==> src/rtl/alu_arbiter.sv <==
// alu_arbiter: two-port round-robin arbiter and single issue stage in front of a
// shared combinational ALU, with a one-entry response buffer per requester.
// Optional feature macro: ALU_ARB_OPCHECK_EN (illegal-opcode decode and *_rsp_err).
// The ALU opcode encoding is assumed to be the ALU_* set shared with the ALU.
module alu_arbiter #(
  parameter int unsigned WORD_SIZE = 32
) (
  input  logic                 clk,
  input  logic                 rst_n,
  input  logic                 p0_req_valid,
  output logic                 p0_req_ready,
  input  logic [3:0]           p0_req_opcode,
  input  logic [WORD_SIZE-1:0] p0_req_a,
  input  logic [WORD_SIZE-1:0] p0_req_b,
  input  logic                 p1_req_valid,
  output logic                 p1_req_ready,
  input  logic [3:0]           p1_req_opcode,
  input  logic [WORD_SIZE-1:0] p1_req_a,
  input  logic [WORD_SIZE-1:0] p1_req_b,
  output logic                 p0_rsp_valid,
  input  logic                 p0_rsp_ready,
  output logic [WORD_SIZE-1:0] p0_rsp_result,
  output logic                 p1_rsp_valid,
  input  logic                 p1_rsp_ready,
  output logic [WORD_SIZE-1:0] p1_rsp_result,
`ifdef ALU_ARB_OPCHECK_EN
  output logic                 p0_rsp_err,
  output logic                 p1_rsp_err,
`endif
  output logic [3:0]           alu_opcode,
  output logic [WORD_SIZE-1:0] alu_a,
  output logic [WORD_SIZE-1:0] alu_b,
  input  logic [WORD_SIZE-1:0] alu_result
);

`ifdef ALU_ARB_OPCHECK_EN
  localparam logic [3:0] ALU_AND  = 4'd0;
  localparam logic [3:0] ALU_OR   = 4'd1;
  localparam logic [3:0] ALU_ADD  = 4'd2;
  localparam logic [3:0] ALU_ADDU = 4'd3;
  localparam logic [3:0] ALU_SUB  = 4'd4;
  localparam logic [3:0] ALU_SUBU = 4'd5;
  localparam logic [3:0] ALU_SLT  = 4'd6;
  localparam logic [3:0] ALU_NOR  = 4'd7;
  localparam logic [3:0] ALU_SLL  = 4'd8;
  localparam logic [3:0] ALU_SRA  = 4'd9;
  localparam logic [3:0] ALU_SRL  = 4'd10;

  function automatic logic op_legal(input logic [3:0] op);
    unique case (op)
      ALU_AND, ALU_OR, ALU_ADD, ALU_ADDU, ALU_SUB, ALU_SUBU,
      ALU_SLT, ALU_NOR, ALU_SLL, ALU_SRA, ALU_SRL: op_legal = 1'b1;
      default:                                      op_legal = 1'b0;
    endcase
  endfunction
`endif

  // Issue stage
  logic                 s1_valid_q;
  logic                 s1_id_q;
  logic [3:0]           s1_op_q;
  logic [WORD_SIZE-1:0] s1_a_q;
  logic [WORD_SIZE-1:0] s1_b_q;
  // Response buffers
  logic                 r0_valid_q;
  logic                 r1_valid_q;
  logic [WORD_SIZE-1:0] r0_result_q;
  logic [WORD_SIZE-1:0] r1_result_q;
  // Id of the last granted port; 1 after reset so port 0 wins the first tie
  logic                 last_q;

  logic                 gnt0;
  logic                 gnt1;
  logic                 rsp_free;
  logic                 s1_go;
  logic                 can_accept;
  logic                 accept;
  logic [3:0]           sel_op;
  logic [WORD_SIZE-1:0] sel_a;
  logic [WORD_SIZE-1:0] sel_b;
  logic [3:0]           load_op;
  logic [WORD_SIZE-1:0] load_a;
  logic [WORD_SIZE-1:0] load_b;
  logic [WORD_SIZE-1:0] wr_data;
  logic                 wr0;
  logic                 wr1;

`ifdef ALU_ARB_OPCHECK_EN
  logic                 s1_err_q;
  logic                 r0_err_q;
  logic                 r1_err_q;
  logic                 load_err;
`endif

  // Grant, stage-advance and request-ready logic
  always_comb begin
    gnt0       = p0_req_valid & (~p1_req_valid | last_q);
    gnt1       = p1_req_valid & (~p0_req_valid | ~last_q);
    rsp_free   = s1_id_q ? (~r1_valid_q | p1_rsp_ready) : (~r0_valid_q | p0_rsp_ready);
    s1_go      = s1_valid_q & rsp_free;
    // A full buffer for the issuing port blocks both ports: single in-order stage
    can_accept = ~s1_valid_q | s1_go;
    p0_req_ready = can_accept & gnt0;
    p1_req_ready = can_accept & gnt1;
    accept     = p0_req_ready | p1_req_ready;
    wr0        = s1_go & ~s1_id_q;
    wr1        = s1_go & s1_id_q;
    sel_op     = gnt1 ? p1_req_opcode : p0_req_opcode;
    sel_a      = gnt1 ? p1_req_a : p0_req_a;
    sel_b      = gnt1 ? p1_req_b : p0_req_b;
  end

  // Issue-stage load values, with illegal opcodes neutralised when checking is on
  always_comb begin
    load_op = sel_op;
    load_a  = sel_a;
    load_b  = sel_b;
`ifdef ALU_ARB_OPCHECK_EN
    load_err = ~op_legal(sel_op);
    if (load_err) begin
      load_op = ALU_OR;
      load_a  = '0;
      load_b  = '0;
    end
`endif
  end

  // Result written into the response buffer on stage advance
  always_comb begin
    wr_data = alu_result;
`ifdef ALU_ARB_OPCHECK_EN
    if (s1_err_q) wr_data = '0;
`endif
  end

  // Issue stage and round-robin pointer
  always_ff @(posedge clk or negedge rst_n) begin
    if (!rst_n) begin
      s1_valid_q <= 1'b0;
      s1_id_q    <= 1'b0;
      s1_op_q    <= '0;
      s1_a_q     <= '0;
      s1_b_q     <= '0;
      last_q     <= 1'b1;
`ifdef ALU_ARB_OPCHECK_EN
      s1_err_q   <= 1'b0;
`endif
    end else if (accept) begin
      s1_valid_q <= 1'b1;
      s1_id_q    <= gnt1;
      s1_op_q    <= load_op;
      s1_a_q     <= load_a;
      s1_b_q     <= load_b;
      last_q     <= gnt1;
`ifdef ALU_ARB_OPCHECK_EN
      s1_err_q   <= load_err;
`endif
    end else if (s1_go) begin
      s1_valid_q <= 1'b0;
    end
  end

  // Response buffer 0: a same-cycle fill wins over a pop
  always_ff @(posedge clk or negedge rst_n) begin
    if (!rst_n) begin
      r0_valid_q  <= 1'b0;
      r0_result_q <= '0;
`ifdef ALU_ARB_OPCHECK_EN
      r0_err_q    <= 1'b0;
`endif
    end else if (wr0) begin
      r0_valid_q  <= 1'b1;
      r0_result_q <= wr_data;
`ifdef ALU_ARB_OPCHECK_EN
      r0_err_q    <= s1_err_q;
`endif
    end else if (r0_valid_q && p0_rsp_ready) begin
      r0_valid_q  <= 1'b0;
    end
  end

  // Response buffer 1: a same-cycle fill wins over a pop
  always_ff @(posedge clk or negedge rst_n) begin
    if (!rst_n) begin
      r1_valid_q  <= 1'b0;
      r1_result_q <= '0;
`ifdef ALU_ARB_OPCHECK_EN
      r1_err_q    <= 1'b0;
`endif
    end else if (wr1) begin
      r1_valid_q  <= 1'b1;
      r1_result_q <= wr_data;
`ifdef ALU_ARB_OPCHECK_EN
      r1_err_q    <= s1_err_q;
`endif
    end else if (r1_valid_q && p1_rsp_ready) begin
      r1_valid_q  <= 1'b0;
    end
  end

  // Output drive: ALU always sees the issue-stage registers
  always_comb begin
    alu_opcode    = s1_op_q;
    alu_a         = s1_a_q;
    alu_b         = s1_b_q;
    p0_rsp_valid  = r0_valid_q;
    p1_rsp_valid  = r1_valid_q;
    p0_rsp_result = r0_result_q;
    p1_rsp_result = r1_result_q;
`ifdef ALU_ARB_OPCHECK_EN
    p0_rsp_err    = r0_err_q;
    p1_rsp_err    = r1_err_q;
`endif
  end

endmodule
==> config.mk <==
export PLATFORM = sky130hd
export DESIGN_NAME = alu_arbiter
export DESIGN_NICKNAME = d
export VERILOG_FILES = /design/src/rtl/alu_arbiter.sv
export SDC_FILE = /design/constraint.sdc
export NUM_CORES = 1
export LEC_CHECK = 0
export CORE_UTILIZATION = 40
export DETAILED_ROUTE_END_ITERATION = 10
export PLACE_DENSITY = 0.88
export SYNTH_ARGS = -nofsm -noshare
export SYNTH_HDL_FRONTEND = slang
export SYNTH_SLANG_ARGS = --single-unit
==> constraint.sdc <==
create_clock -name clk -period 3.25 [get_ports clk]
set_input_delay 0.325 -clock clk [delete_from_list [all_inputs] [get_ports clk]]
set_output_delay 0.325 -clock clk [all_outputs]
set_load 0.02 [all_outputs]
# --- Yosys cells after proc, flatten, opt, wreduce, memory -nomap -nowiden ---
# Index checks and enable logic that the tools add are counted.
op_classes:
  bitwise: 20
  muxes: 10
  n_reduce_logical: 5
op_table:
  columns: ["op", "n"]
  rows:
  - ["32-bit 2-to-1 mux", 2]
  - ["1-bit AND", 7]
  - ["1-bit 2-to-1 mux", 7]
  - ["1-bit inverter", 7]
  - ["1-bit bitwise OR", 6]
  - ["2-bit nonzero test", 3]
  - ["4-bit 2-to-1 mux", 1]
  - ["1-bit logical AND", 2]
word_totals:
  elab_cells: 45
  output_inout_bits: 136
  reg_bits: 137
  inputBits: 174

# --- Depth between registers and ports, before layout ---
# Gate-level depths: netlist of run 1.
logic_depth:
  ltp_word: 8
  depth_mapped: 6
  depth_no_buf: 3

# --- Least setup slack after synthesis of run 1 ---
# Ideal clock, no wire load.
synth_path:
  kind: "reg-to-output"
  from: "reg last_q"
  to: "out p0_req_ready"
  setup_slack_ns: 1.327
  required_time_ns: 2.925
  stages_incl_launch_ff: 5
  arrival_time_ns: 1.598
  path_cell_list: "dfstp_2 -> nor2b_1 -> clkbuf_1 -> clkbuf_1 -> nor4_1"
synth_between:
  elab_chain_cells: 3
synth_rtl:
  columns: ["item", "line", "source"]
  rows:
  - ["start: declaration", "70", "logic last_q;"]
  - ["start signal: assignment", "154", "last_q <= gnt1;"]
  - ["1-bit bitwise OR", "97", "gnt0 = p0_req_valid & (~p1_req_valid | last_q);"]
  - ["1-bit AND", "97", null]
  - ["1-bit AND", "103", "p0_req_ready = can_accept & gnt0;"]
  - ["end: declaration", "11", "output logic p0_req_ready,"]
# Every way passes these cells.

# --- Worst setup path after layout of run 1 ---
layout_path:
  from: "reg s1_id_q"
  to: "out p0_req_ready"
layout_between:
  elab_chain_cells: 4
layout_rtl:
  columns: ["item", "line", "source"]
  rows:
  - ["start: declaration", "60", "logic s1_id_q;"]
  - ["start signal: assignment", "150", "s1_id_q <= gnt1;"]
  - ["1-bit 2-to-1 mux", "99", "rsp_free = s1_id_q ? (~r1_valid_q | p1_rsp_ready) : (~r0_valid_q | p0_rsp_ready);"]
  - ["1-bit AND", "100", "s1_go = s1_valid_q & rsp_free;"]
  - ["1-bit bitwise OR", "102", "can_accept = ~s1_valid_q | s1_go;"]
  - ["1-bit AND", "103", null]
# Every way passes these cells.

==> run_results.csv, run 1 <==
group,metric,value,unit
outcome,status,"finished, final reports clean",
synthesis,ys.flop_type,"dfrtp_1",
cts,path_clk_slew,0.05,ns
synthesis,synth_edf_count,0,
power_and_ir_drop,p_comb_share,51.1,%
min_path,min_from,"alu_a[4]",
floorplanning,fp-row-count,43,
timing,setup_viol,0,
grt,grt_pass1_vias,5289,
floorplanning,die_w,122.8,um
layout,area_growth,65.29,%
power_and_ir_drop,finalPower,10.06,mW
cts,numCtsBuffers,17,
critical_path,cp_data_arrival_time,2.26,ns
layout,regArea,0.003430,mm^2
routing,detail-route-antenna-nets,0,
grt,grt_pass1_wl,28220,um
synthesis,async_reset_ff_share,100.0,%
power_and_ir_drop,sequentialPowerShare,30.5,%
timing,final_max_slew_viol_count,0,
routing,num_vias,4984,
synthesis,yosysMostFrequentCell,"dfrtp_1",
floorplanning,num_io_pins,310,
routing,routed_via_density,5.587,
critical_path,r2r_end,"alu_a[9]",
placement,gp_congestion,0.8440,
layout,multi_input_area,0.002211,mm^2
layout,drive_gt1_share,18.40,%
timing,finalWorstSetupSlack,0.6694,ns
layout,fin_nets,874,
timing,period_share,79.40,%
floorplanning,start_util,41.56,%
routing,drtIter0Drc,171,
floorplanning,die_h,122.8,um
critical_path,required,2.92,ns
routing,dr.pass1.iters,4,
critical_path,cp-end-kind,"primary output",
cts,root_buffer,"clkbuf_16",
cts,ctsLongestPathBuffers,2,
layout,antenna_cells,0,
synthesis,synth_largest_area_cell,"dfrtp_1",
cts,htreeDepth,4,
timing,rsz0062_at_grt,"false",
synthesis,seq_area_frac_synth,58.77,%
critical_path,rrSetupSlack,1.36,ns
flow_run,drv_cap,0,
grt,grt_start_max_net_pins,75,
critical_path,crit_fanout,6,
critical_path,rr_worst_depth,4,
power_and_ir_drop,vdd_drop_max,0.0006995,V
cts,post_cts_buffers,0,
layout,stdcell_count,892,
synthesis,synthCells,406,
synthesis,yosysWarningCount,0,
critical_path,worstSetupStartpoint,"s1_id_q",
cts,clock_latency,0.41,ns
cts,cts_tree,"yes",
routing,drc,0,
grt,grt_overflow,0,
min_path,worst_hold_path.num_cells,1,
synthesis,syn_area_per_cell,14.37,um^2
layout,num-fill-cells,948,
timing,max_freq,0.3875,GHz
placement,dp.cells,860,
synthesis,synth-seq-cells,137,
synthesis,yosys.cell_types.count,29,
routing,drt-total-wl,18810,um
synthesis,synth_top_area_share,58.32,%
synthesis,synth_common_cells,"dfrtp_1, o32ai_1, mux2_2",
synthesis,syn_area,0.005836,mm^2
power_and_ir_drop,p_switching,3.664,mW
placement,portBuffers,309,
synthesis,yosys-top-cells-area,"dfrtp_1, mux2_2, o32ai_1, a2bb2oi_1, a2bb2oi_2",
timing,period_minus_slack,2.581,ns
floorplanning,placeableCoreArea,0.01404,mm^2
timing,hold_viol_final,0,
timing,timing.hold.ws,0.5022,ns
timing,skew,0.006261,ns
power_and_ir_drop,powerDensity,1043,mW/mm^2
critical_path,setup.worst_path.end,"p0_req_ready",
timing,finalSetupTns,0,ns
grt,antenna_found_initial,0,
timing,tightest_slew,0.7422,ns
power_and_ir_drop,p_int,6.400,mW
critical_path,timing.rr.start,"last_q",
cts,post_cts_resized,0,
timing,relSlewSlack,50.52,%
critical_path,path_class,"reg2out",
routing,wire_per_inst,21.09,um
critical_path,start_kind,"register",
power_and_ir_drop,swShare,36.41,%
grt,grt_usage,24.99,%
floorplanning,die_area,0.01508,mm^2
power_and_ir_drop,power.leakage,3.753,nW
power_and_ir_drop,power_frac_clock,18.5,%
placement,preCtsSetupSlack,0.7765,ns
placement,dp_hpwl,13330,um
min_path,hold_class,"reg2reg",
synthesis,synth_nets,580,
cts,cts_sinks,137,
==> layer usage <==
layer	part of all wire, %	track usage, %
met5	0	0
met4	3.3	11.74
met3	9.5	8.086
met2	51	43.79
met1	36	27.25
==> cells in the final DEF, fill, tap and decap left out, types with 2 or more instances in the layout <==
| cell type | count |
|---|---|
| clkdlybuf4s50_1 | 308 |
| bufinv_16 | 2 |
| dfrtp_1 | 136 |
| nor2_1 | 2 |
| clkbuf_16 | 17 |
| o32ai_1 | 68 |
| a2bb2oi_1 | 47 |
| mux2_2 | 63 |
| buf_4 | 10 |
| clkinvlp_4 | 2 |
| clkinv_2 | 4 |
| nor3_1 | 2 |
| a2bb2oi_2 | 20 |
| clkbuf_8 | 3 |
| clkbuf_1 | 3 |
| nand2_1 | 3 |
| nor2b_4 | 2 |
| nand2b_1 | 2 |
==> power by group through the flow <==
| stage | sequential, mW | clock [mW] | combinational (mW) |
|---|---|---|---|
| 3_3_place_gp | 3.02 | 0 | 5.02 |
| 4_1_cts | 3.07 | 1.89 | 5.17 |
| 5_1_grt | 3.17 | 1.98 | 5.37 |
| 6_report | 3.07 | 1.86 | 5.14 |
| 3_5_place_dp | 3.08 | 0 | 5.15 |
| 2_1_floorplan | 4.05 | 0 | 1.71 |
==> cell type report <==
type,instances,share of cell area (%)
clock buffer,23,4.955
clock inverter,8,0.9859
inverter,2,0.07783
multi-input combinational,221,22.92
sequential,137,35.56
tap,180,2.335
timing repair buffer,321,33.17
==> state kept, by name, indices dropped and copies added, names as in the netlist <==
| signal | flops |
|---|---|
| alu_b | 32 |
| p0_rsp_valid | 1 |
| s1_id_q | 1 |
| alu_opcode | 4 |
| alu_a | 32 |
| p1_rsp_result | 32 |
| last_q | 1 |
| p1_rsp_valid | 1 |
| p0_rsp_result | 32 |
| s1_valid_q | 1 |
==> worst max-delay path, cell delays in order, from the launching register on <==
cell and delay (ns):
dfrtp_1 0.45, and4b_1 0.34, nor4_1 0.37, clkdlybuf4s50_1 0.68
==> stage by stage <==
step / util (%) / instance area [um^2]
3_5_place_dp: 64.54 / 9062
4_1_cts: 68.69 / 9646
5_1_grt: 68.69 / 9646
2_1_floorplan: - / 5836
3_3_place_gp: 64.54 / 9062
6_report: 68.69 / 9646
==> cells by family after synthesis <==
family                 after synthesis  share of synthesized area (%)
buffers and inverters               48                          3.795
flip-flops                         137                          58.77
AND/OR/NAND/NOR                     17                          1.973
multiplexers                        64                          12.35
AO/OA/AOI/OAI                      140                          23.11
==> how the worst min path moves through the flow <==
stage	endpoint	slack, ns
4_1_cts	alu_a[4]	0.50
3_3_place_gp	alu_b[30]	0.37
2_1_floorplan	alu_a[0]	0.03
5_1_grt	p1_rsp_result[13]	0.52
6_report	alu_a[4]	0.50
3_5_place_dp	alu_b[30]	0.38
==> repair_timing <==
| action | CTS | global route |
|---|---|---|
| setup endpoints to repair | 0 | 0 |
| hold buffers | 1 | 0 |
| endpoints found under the hold margin | 72 | 0 |
Power figures use the tool's default switching activity.
==> inputs of run 2 (changes only) <==
clock period = 2.5 ns   (was 3.25 ns; I/O delays follow)
==> run_results.csv, run 2 (synthesized netlist as in run 1, its figures left out) <==
group,metric,value,unit
cts,clock_latency,0.42,ns
layout,fin_nets,874,
timing,rsz0062_at_grt,"false",
critical_path,rrSetupSlack,0.30,ns
layout,final_cell_mix,"clkdlybuf4s50_1, dfrtp_1, o32ai_1",
floorplanning,placeableCoreArea,0.01404,mm^2
timing,period_minus_slack,2.240,ns
grt,antenna_found_initial,0,
min_path,hold_class,"in2async",
grt,grt_usage,25.34,%
critical_path,critPathBufInv,1,
timing,skew,0.004599,ns
placement,portBuffers,309,
grt,grt_pass1_vias,5259,
routing,num_vias,4966,
floorplanning,start_util,41.56,%
grt,use_met1,27.30,%
grt,grt_overflow,0,
layout,post-route-cell-area,0.009746,mm^2
routing,routed_via_density,5.561,
timing,final_max_slew_viol_count,0,
layout,drive_gt1_share,18.93,%
floorplanning,fp-row-count,43,
timing,tightest_slew,1.029,ns
cts,numCtsBuffers,17,
routing,dr.pass1.iters,4,
critical_path,required,2.25,ns
layout,mostFrequentLayoutCell,"clkdlybuf4s50_1",
power_and_ir_drop,power.leakage,3.795,nW
grt,use_met3,8.271,%
critical_path,worstPathCellList,"and4b_1 -> nor4_1 -> dlygate4sd2_1",
flow_run,drv_cap,0,
floorplanning,die_area,0.01508,mm^2
floorplanning,num_io_pins,310,
floorplanning,die_h,122.8,um
critical_path,crit_slowest_cell,"dfrtp_1",
critical_path,rr_worst_depth,4,
cts,path_clk_slew,0.06,ns
routing,drtIter0Drc,192,
routing,drt-total-wl,18930,um
placement,gp_congestion,0.9022,
grt,grt_pass1_wl,28200,um
routing,wire_per_inst,21.20,um
cts,cts_tree,"yes",
floorplanning,die_w,122.8,um
cts,cts_sinks,137,
timing,finalSetupTns,0,ns
outcome,status,"finished, final reports clean",
grt,grt_start_max_net_pins,70,
critical_path,cp_data_arrival_time,1.99,ns
power_and_ir_drop,vdd_drop_max,0.0008167,V
routing,detail-route-antenna-nets,0,
layout,num-fill-cells,963,
cts,htreeDepth,4,
critical_path,cp-end-kind,"primary output",
timing,setup_viol,0,
placement,dp_hpwl,13410,um
grt,grtUsageMet2,44.42,%
timing,relSlewSlack,31.22,%
grt,grt_busiest_layer,"met2",
timing,max_freq,0.4464,GHz
routing,drc,0,
critical_path,r2r_end,"alu_b[7]",
power_and_ir_drop,powerDensity,1377,mW/mm^2
cts,root_buffer,"clkbuf_16",
cts,ctsLongestPathBuffers,2,
timing,period_share,89.60,%
critical_path,timing.rr.start,"s1_id_q",
critical_path,crit_fanout,6,
critical_path,max_stage_delay,0.47,ns
timing,hold_viol_final,0,
critical_path,start_kind,"register",
cts,post_cts_buffers,0,
placement,postPlaceCellArea,0.009100,mm^2
critical_path,path_class,"reg2out",
critical_path,crit_family,"simple AND/OR/NAND/NOR gates",
layout,antenna_cells,0,
layout,area_growth,67.00,%
==> run 2: changes by cell type in the layout (fill, tap and decap cells not counted) <==
cell,delta
clkinvlp_4,+1
buf_4,-3
bufinv_16,+2
clkinv_2,-4
clkbuf_8,-3
clkinv_4,+2
clkdlybuf4s50_1,-2
clkbuf_1,-3
inv_6,+6
dlygate4sd2_1,+2
buf_12,+3
==> run 2: area by class of cell <==
cell class,count,area (um^2),area share (%)
Clock buffer,17,425.4,4.365
Clock inverter,15,212.7,2.183
Inverter,2,7.507,0.07703
Multi-Input combinational cell,221,2211,22.69
Sequential cell,137,3430,35.19
Tap cell,180,225.2,2.311
Timing Repair Buffer,321,3234,33.19
==> run 2: per-layer routing <==
metal / part of all wire [%] / up-vias
met5: 0 / -
met4: 3.3 / 0
met3: 9.2 / 50
met2: 51 / 262
met1: 37 / 2445
li1: - / 2209
==> run 2: power breakdown <==
part	switching, mW	total, mW	internal (mW)
registers	0.686	4.01	3.32
clock network	0.998	2.69	1.69
logic	3.22	6.73	3.50
==> run 2: worst max-delay path by stage <==
stage / from / cells past startpoint / endpoint
floorplan: last_q / 5 / s1_id_q
global placement: p1_rsp_ready / 5 / alu_a[11]
detailed placement: p1_rsp_ready / 5 / alu_b[11]
CTS: s1_id_q / 3 / p1_req_ready
global route: s1_id_q / 3 / p1_req_ready
finish: s1_id_q / 3 / p0_req_ready
==> run 2: repair_timing <==
action,in CTS,in global routing
hold buffers,1,0
endpoints found under the setup margin,2,0
hold endpoints to repair,62,0
gates resized for setup,2,0
==> run 2: metrics by stage <==
stage	cells	hold slack [ns]	total power, mW	util [%]	setup WS [ns]
2_1_floorplan	406	-0.04559	7.490	-	0.6435
3_3_place_gp	860	0.2575	10.52	64.80	0.1918
3_5_place_dp	860	0.2649	10.76	64.80	0.1056
4_1_cts	893	0.3954	13.54	69.40	0.2283
5_1_grt	893	0.4343	14.01	69.40	0.1460
6_report	893	0.3790	13.42	69.40	0.2599
